==> config.mk <==
export PLATFORM = sky130hd
export DESIGN_NAME = bibp_kuyruk
export DESIGN_NICKNAME = d
export VERILOG_FILES = /design/src/rtl/bibp_pkg.sv /design/src/rtl/bibp_fifo.sv /design/src/rtl/bibp_kuyruk.sv
export SDC_FILE = /design/constraint.sdc
export NUM_CORES = 1
export LEC_CHECK = 0
export ABC_AREA = 1
export CAP_MARGIN = 20
export CORE_MARGIN = 3
export CORE_UTILIZATION = 52
export CTS_BUF_LIST = sky130_fd_sc_hd__clkbuf_16
export DETAILED_ROUTE_END_ITERATION = 6
export PLACE_DENSITY = 0.79
export SLEW_MARGIN = 20
export SYNTH_ARGS = -nofsm -noshare
export SYNTH_HDL_FRONTEND = slang
export SYNTH_SLANG_ARGS = --single-unit
==> constraint.sdc <==
create_clock -name clk -period 2.7 [get_ports clk]
set_input_delay 0.405 -clock clk [delete_from_list [all_inputs] [get_ports clk]]
set_output_delay 0.405 -clock clk [all_outputs]
set_load 0.01 [all_outputs]
==> src/rtl/bibp_pkg.sv <==
// Shared opcode constants and opcode classification for the bibp ALU and its
// instruction queue.
package bibp_pkg;

    localparam logic [2:0] KOD_TOPLA = 3'b000;
    localparam logic [2:0] KOD_CIKAR = 3'b001;
    localparam logic [2:0] KOD_VE    = 3'b010;
    localparam logic [2:0] KOD_VEYA  = 3'b011;
    localparam logic [2:0] KOD_XOR   = 3'b100;

    function automatic logic kod_gecerli(input logic [2:0] kod);
        return kod <= KOD_XOR;
    endfunction

endpackage

==> src/rtl/bibp_fifo.sv <==
// Power-of-two circular FIFO with wrapping pointers and a registered fill count;
// the head reads as zero while empty.
module bibp_fifo #(
    parameter int GENISLIK = 11,
    parameter int DERINLIK = 4
) (
    input  logic                        clk,
    input  logic                        rst_n,
    input  logic                        yaz,
    input  logic [GENISLIK-1:0]         veri,
    input  logic                        oku,
    output logic [GENISLIK-1:0]         bas,
    output logic                        dolu,
    output logic                        bos,
    output logic [$clog2(DERINLIK):0]   doluluk
);

    localparam int AW = $clog2(DERINLIK);
    localparam logic [AW-1:0] ADIM     = AW'(1);
    localparam logic [AW:0]   SAY_ADIM = (AW + 1)'(1);
    localparam logic [AW:0]   TAM      = (AW + 1)'(DERINLIK);

    logic [GENISLIK-1:0] mem [DERINLIK];
    logic [AW-1:0]       yaz_ptr;
    logic [AW-1:0]       oku_ptr;
    logic                yaz_ok;
    logic                oku_ok;

    assign dolu   = (doluluk == TAM);
    assign bos    = (doluluk == '0);
    assign yaz_ok = yaz && !dolu;
    assign oku_ok = oku && !bos;
    assign bas    = bos ? '0 : mem[oku_ptr];

    // Storage needs no reset: stale entries are never visible because the
    // head is masked by the empty flag.
    always_ff @(posedge clk) begin
        if (yaz_ok) begin
            mem[yaz_ptr] <= veri;
        end
    end

    always_ff @(posedge clk or negedge rst_n) begin
        if (!rst_n) begin
            yaz_ptr <= '0;
            oku_ptr <= '0;
            doluluk <= '0;
        end else begin
            if (yaz_ok) begin
                yaz_ptr <= yaz_ptr + ADIM;
            end
            if (oku_ok) begin
                oku_ptr <= oku_ptr + ADIM;
            end
            case ({yaz_ok, oku_ok})
                2'b10:   doluluk <= doluluk + SAY_ADIM;
                2'b01:   doluluk <= doluluk - SAY_ADIM;
                default: doluluk <= doluluk;
            endcase
        end
    end

endmodule

==> src/rtl/bibp_kuyruk.sv <==
// Instruction queue in front of the external bibp ALU plus the valid/ready
// result register behind it; also counts issued undefined opcodes.
module bibp_kuyruk
    import bibp_pkg::*;
#(
    parameter int UZUNLUK  = 8,
    parameter int DERINLIK = 4
) (
    input  logic                        clk,
    input  logic                        rst_n,
    input  logic [UZUNLUK+2:0]          giris_buyruk,
    input  logic                        giris_gecerli,
    output logic                        giris_hazir,
    output logic [UZUNLUK+2:0]          alu_buyruk,
    input  logic [UZUNLUK:0]            alu_sonuc,
    output logic [UZUNLUK:0]            cikis_sonuc,
    output logic                        cikis_gecerli,
    input  logic                        cikis_hazir,
    output logic [$clog2(DERINLIK):0]   doluluk,
    output logic [7:0]                  gecersiz_sayac
);

    logic dolu;
    logic bos;
    logic push;
    logic pop;

    // Ready looks only at the registered count, so a pop in the same cycle
    // never opens a slot combinationally.
    assign giris_hazir = rst_n && !dolu;
    assign push        = giris_gecerli && giris_hazir;
    assign pop         = !bos && (!cikis_gecerli || cikis_hazir);

    bibp_fifo #(
        .GENISLIK (UZUNLUK + 3),
        .DERINLIK (DERINLIK)
    ) u_fifo (
        .clk     (clk),
        .rst_n   (rst_n),
        .yaz     (push),
        .veri    (giris_buyruk),
        .oku     (pop),
        .bas     (alu_buyruk),
        .dolu    (dolu),
        .bos     (bos),
        .doluluk (doluluk)
    );

    always_ff @(posedge clk or negedge rst_n) begin
        if (!rst_n) begin
            cikis_sonuc    <= '0;
            cikis_gecerli  <= 1'b0;
            gecersiz_sayac <= '0;
        end else if (pop) begin
            cikis_sonuc   <= alu_sonuc;
            cikis_gecerli <= 1'b1;
            if (!kod_gecerli(alu_buyruk[UZUNLUK+2:UZUNLUK]) && gecersiz_sayac != 8'hFF) begin
                gecersiz_sayac <= gecersiz_sayac + 8'd1;
            end
        end else if (cikis_hazir) begin
            cikis_gecerli <= 1'b0;
        end
    end

endmodule

# After elaboration in Yosys (flattened, before gate mapping)
# Memories as Yosys holds them, arrays and structs flattened.
# Cells that the tools add are included.
# Widths: inputs -> output; s select.
[word_totals]
reg_bits = 25
latchBits = 0
mem_bits_rw = 44
romBits = 0
output_inout_bits = 33
word_cells = 38
mem_count = 1
[mem_list]
columns = ["memory", "words", "width", "read_ports", "rd_clocked_by_memory_dff", "wr", "line", "rtl"]
rows = [
  ["u_fifo.mem", 4, 11, 1, 0, 1, "bibp_fifo.sv:23", "logic [GENISLIK-1:0] mem [DERINLIK];"],
]
[op_classes]
n_addsub = 5
n_mul = 0
div = 0
n_lt_le_gt_ge = 1
n_eq_ne = 4
shifts = 0
n_mux = 6
bitwise = 0
reduce_logical = 15
[op_table]
columns = ["cell", "count"]
rows = [
  ["$mux 11", 1],
  ["$add 8x1->8 const B", 1],
  ["$ne 8x8->1 const B", 1],
  ["$logic_and 1x1->1", 6],
  ["$pmux 3 s2", 1],
  ["$add 2x1->2 const B", 2],
  ["$logic_not 1->1", 4],
  ["$mux 1", 4],
  ["$reduce_bool 2->1", 2],
  ["$add 3x1->3 const B", 1],
  ["$eq 3x3->1 const B", 1],
  ["$le 3x3->1 const B", 1],
  ["$logic_not 3->1", 1],
  ["$sub 3x1->3 const B", 1],
  ["$eq 2x1->1 const B", 1],
  ["$eq 2x2->1 const B", 1],
  ["$reduce_and 2->1", 1],
  ["$logic_or 1x1->1", 1],
]

# Depth between registers and ports, before layout
# Gate-level depths: netlist (run 1).
[logic_depth]
ltp_word = 7
ltp_mapped = 12

# Modules after synthesis
# A second synthesis (run 1) with hierarchy kept.
[unflattened]
hier_cells = 345
area_unflattened_um2 = 3329.4
[modules_own_cells]
columns = ["module", "instances", "cells_each", "area_per_inst_um2", "seq_area_each_um2"]
rows = [
  ["bibp_fifo", 1, 232, 2444.8, 1496.4],
  ["bibp_kuyruk", 1, 113, 884.6, 450.4],
]

# Worst setup path after synthesis (run 1)
# No wires, ideal clock.
[synth_path]
kind = "reg2reg"
start = "register u_fifo.doluluk[2]"
end = "register u_fifo.doluluk[1]"
arrival_ns = 2.076
path_slack_ns = 0.541
path_stages_with_launch = 11
path_buffers = 2
period_less_slack_ns = 2.159
cell_sequence = "dfrtp_1 > nor3_4 > inv_4 > nand2_2 > inv_2 > buf_6 > buf_12 > ha_1 > inv_1 > fa_1 > o21ai_0"
[synth_lines]
columns = ["item", "line", "rtl"]
rows = [
  ["start: declaration", "bibp_fifo.sv:15", "output logic [$clog2(DERINLIK):0] doluluk"],
  ["start signal: assignment", "bibp_fifo.sv:56", "2'b10: doluluk <= doluluk + SAY_ADIM;"],
  ["start signal: assignment", "bibp_fifo.sv:57", "2'b01: doluluk <= doluluk - SAY_ADIM;"],
  ["start signal: assignment", "bibp_fifo.sv:58", "default: doluluk <= doluluk;"],
  ["$logic_not 3->1 *", "bibp_fifo.sv:30", "assign bos = (doluluk == '0);"],
  ["$logic_not 1->1 *", "bibp_kuyruk.sv:32", "assign pop = !bos && (!cikis_gecerli || cikis_hazir);"],
  ["$logic_and 1x1->1 *", "bibp_kuyruk.sv:32", ""],
  ["net pop", "bibp_kuyruk.sv:26", "logic pop;"],
  ["$logic_and 1x1->1 *", "bibp_fifo.sv:32", "assign oku_ok = oku && !bos;"],
  ["$eq 2x1->1 / $eq 2x2->1 (equally long branches)", "bibp_fifo.sv:55", "case ({yaz_ok, oku_ok})"],
  ["$pmux 3 s2 / $reduce_bool 2->1 (equally long branches)", "-", ""],
]
# Mark *: on every way through the listed nets, which the timed path passes. The rest lies on a longest branch.
# A chain may end at the register's enable or synchronous reset.

# Worst setup path after layout (run 1)
[layout_path]
start = "register u_fifo.oku_ptr[0]"
end = "output port alu_buyruk[7]"
[layout_between]
elab_chain_len = 2
[layout_lines]
columns = ["item", "line", "rtl"]
rows = [
  ["start: declaration", "bibp_fifo.sv:25", "logic [AW-1:0] oku_ptr;"],
  ["start signal: assignment", "bibp_fifo.sv:53", "oku_ptr <= oku_ptr + ADIM;"],
  ["$mem_v2 4x11", "-", ""],
  ["$mux 11", "bibp_fifo.sv:33", "assign bas = bos ? '0 : mem[oku_ptr];"],
  ["end: declaration", "bibp_kuyruk.sv:14", "output logic [UZUNLUK+2:0] alu_buyruk,"],
]
# No other way between the ends.

==> out/summary.txt, run 1 <==
synthesized cell area: 0.00311 mm2
GR Overflow Total: 0
# IOs: 57
fin nets: 398
chip width: 83.3 um
crit-path max FO: 14
Initial Utilization: 0.550
Setup TNS: 0 ns
Total Wirelength: 6860 um
Final ANT Viol Nets: 0
Synth Net Count: 330
routability cong.: 0.785
via count: 2311
VDD IR-drop max: 0.681 mV
TritonCTS Buffers: 9
pin count of the biggest net entering global routing: 26
share of layout cells above drive strength 1: 0.105
final cycle utilization of the critical path: 0.943
routed length per placed instance: 15.4 um
Multi-input gate area: 945 um2
Slew Viols, Final: 0
post-CTS setup buffers: 0
final hold vios: 0
cts hold-fix bufs: 0
Worst-Skew Late Latency: 0.33 ns
die height: 83.3 um
crit start category: flip-flop
FF+latch count, synth: 69
pwr dens: 1110 mW/mm2
port bufs: 56
hold depth: 2
Area after DPL: 0.00375 mm2
Lkg Pwr: 1.73 nW
# diodes: 0
Clock Sinks: 69
Layout fillers: 383
reg2reg path depth: 8
H-tree levels: 3
Fmax: 0.393 GHz
Netlist cell types: 27
status: completed
final instance area: 0.00402 mm2
clk_skew: 0.00570 ns
worst hold-check path type: reg -> reg
RSZ-0062 raised after global routing: no
Final Critical Period: 2.55 ns
Crit. End Element: output pin
Initial DRC Count: 221
CP arrival: 2.14 ns
global-route wire length before repair: 11700 um
initial antenna violation count: 0
GR Util All Layers: 0.217
critical path class: reg -> out
synthesis-to-layout area growth: 29.3%
Synth Flop Type: edfxtp_1
drt via density: 5.20
register area share after synthesis: 0.627
die area: 0.00694 mm2
drt drc: 0
clk slew on worst S/H paths: 0.05 ns
post-detail-place hpwl: 4510 um
EDFF count, synth: 44
clk buf depth: 2
mean post-synth cell area: 10.4 um2
Syn Inst Count: 299
CORE AREA: 0.00564 mm2
max_slew headroom: 0.704
CP Data Required Time: 2.30 ns
Row Count: 27
max-cap violation count: 0
drt first pass iters: 4
Worst-Margin Slew: 0.443 ns
Final setup viols: 0
register area: 0.00195 mm2
PostCTS Resize Cnt: 0
Clock Root Buffer: clkbuf_16
CTS tree: yes
Yosys warning total: 0
FFs w/ async S/R, synth: 0.362
number of global-route vias before repair: 2422
sequential cells by signal, indices dropped and copies added (netlist names):
signal / flops
u_fifo.mem: 44
cikis_sonuc: 9
gecersiz_sayac: 8
u_fifo.doluluk: 3
u_fifo.oku_ptr: 2
u_fifo.yaz_ptr: 2
cikis_gecerli: 1
final cells by class:
cell class / count / area share
clock inverter: 7 / 0.00841
tap: 72 / 0.0224
sequential: 69 / 0.485
clock buffer: 9 / 0.0561
multi-input combinational: 185 / 0.235
inverter: 36 / 0.0343
timing repair buffer: 66 / 0.158
synthesized netlist by cell type, types with 2 or more instances:
cell type / number / area share
a21oi_1: 10 / 0.016
buf_2: 3 / 0.0048
buf_4: 2 / 0.0048
buf_6: 2 / 0.0073
dfrtp_1: 25 / 0.20
edfxtp_1: 44 / 0.43
ha_1: 6 / 0.024
inv_1: 33 / 0.040
inv_2: 2 / 0.0024
nand2_1: 65 / 0.079
nand2_2: 10 / 0.020
nand3_1: 9 / 0.015
nand4_1: 10 / 0.020
nor2_1: 42 / 0.051
o21ai_0: 18 / 0.029
xnor2_1: 3 / 0.0085
xor2_1: 5 / 0.014
cell families after synthesis:
group,count (synthesis),synth area share
and+or+nand+nor,141,0.204
xor gates and xnor gates,8,0.0226
AOI/OAI and AO/OA,29,0.0471
buffers and inverters,45,0.0689
adders and majority gates,7,0.0306
DFF,69,0.627
layer usage:
layer,global-route usage,vias to the layer above,share of wire
met2,0.357,65,0.52
met5,0,-,0
met1,0.264,1124,0.41
met4,0.117,0,0.021
met3,0.0496,11,0.046
li1,-,1111,-
placed cells by master (no fill, tap or decap), types with 2 or more instances in the layout:
master / instances
a21oi_1: 10
buf_4: 10
clkbuf_16: 9
clkdlybuf4s50_1: 56
clkinv_1: 4
clkinvlp_4: 2
dfrtp_1: 24
edfxtp_1: 44
ha_1: 6
inv_1: 34
inv_2: 2
nand2_1: 65
nand2_2: 10
nand3_1: 9
nand4_1: 10
nor2_1: 42
o21ai_0: 18
xnor2_1: 3
xor2_1: 5
worst paths after layout:
kind                                        start           endpoint  slack (ns)
worst max-delay path            u_fifo.oku_ptr[0]      alu_buyruk[7]        0.15
worst max register to register  u_fifo.doluluk[2]  u_fifo.doluluk[1]        0.70
worst min-delay path               cikis_sonuc[0]     cikis_sonuc[0]        0.48
min in group asynchronous                   rst_n  gecersiz_sayac[3]        0.54
worst min register to register     cikis_sonuc[0]     cikis_sonuc[0]        0.48
max in group asynchronous                   rst_n  u_fifo.oku_ptr[0]        1.88
per-stage QoR:
stage               total power [W]  hold slack, ns   util  worst slack, ns  instances
finish                      0.00447           0.479  0.712            0.154        444
global route                0.00478           0.514  0.712           0.0392        444
CTS                         0.00450           0.483  0.711           0.0430        444
detailed placement          0.00347           0.469  0.666            0.357        428
global placement            0.00339           0.466  0.666            0.433        428
floorplan                   0.00263           0.109      -            0.541        299
worst max-delay path, cell delays in order (launching register included):
cell	delay [ns]
dfrtp_2	0.48
buf_4	0.25
nor2_1	0.08
nor2_1	0.13
o21ai_0	0.10
a21oi_1	0.20
clkdlybuf4s50_1	0.56
power breakdown:
group	switching, W	internal [W]	total, W
Sequential	0.000177	0.00136	0.00154
Clock	0.000407	0.000603	0.00101
Combinational	0.00107	0.000856	0.00192
Note: power is estimated with default switching activity, not from simulation.
==> run 2, diff against run 1 <==
- TNS_END_PERCENT: not set -> 1
==> results of run 2 <==
The final DEF is identical to that of run 1; final timing and power are the same.
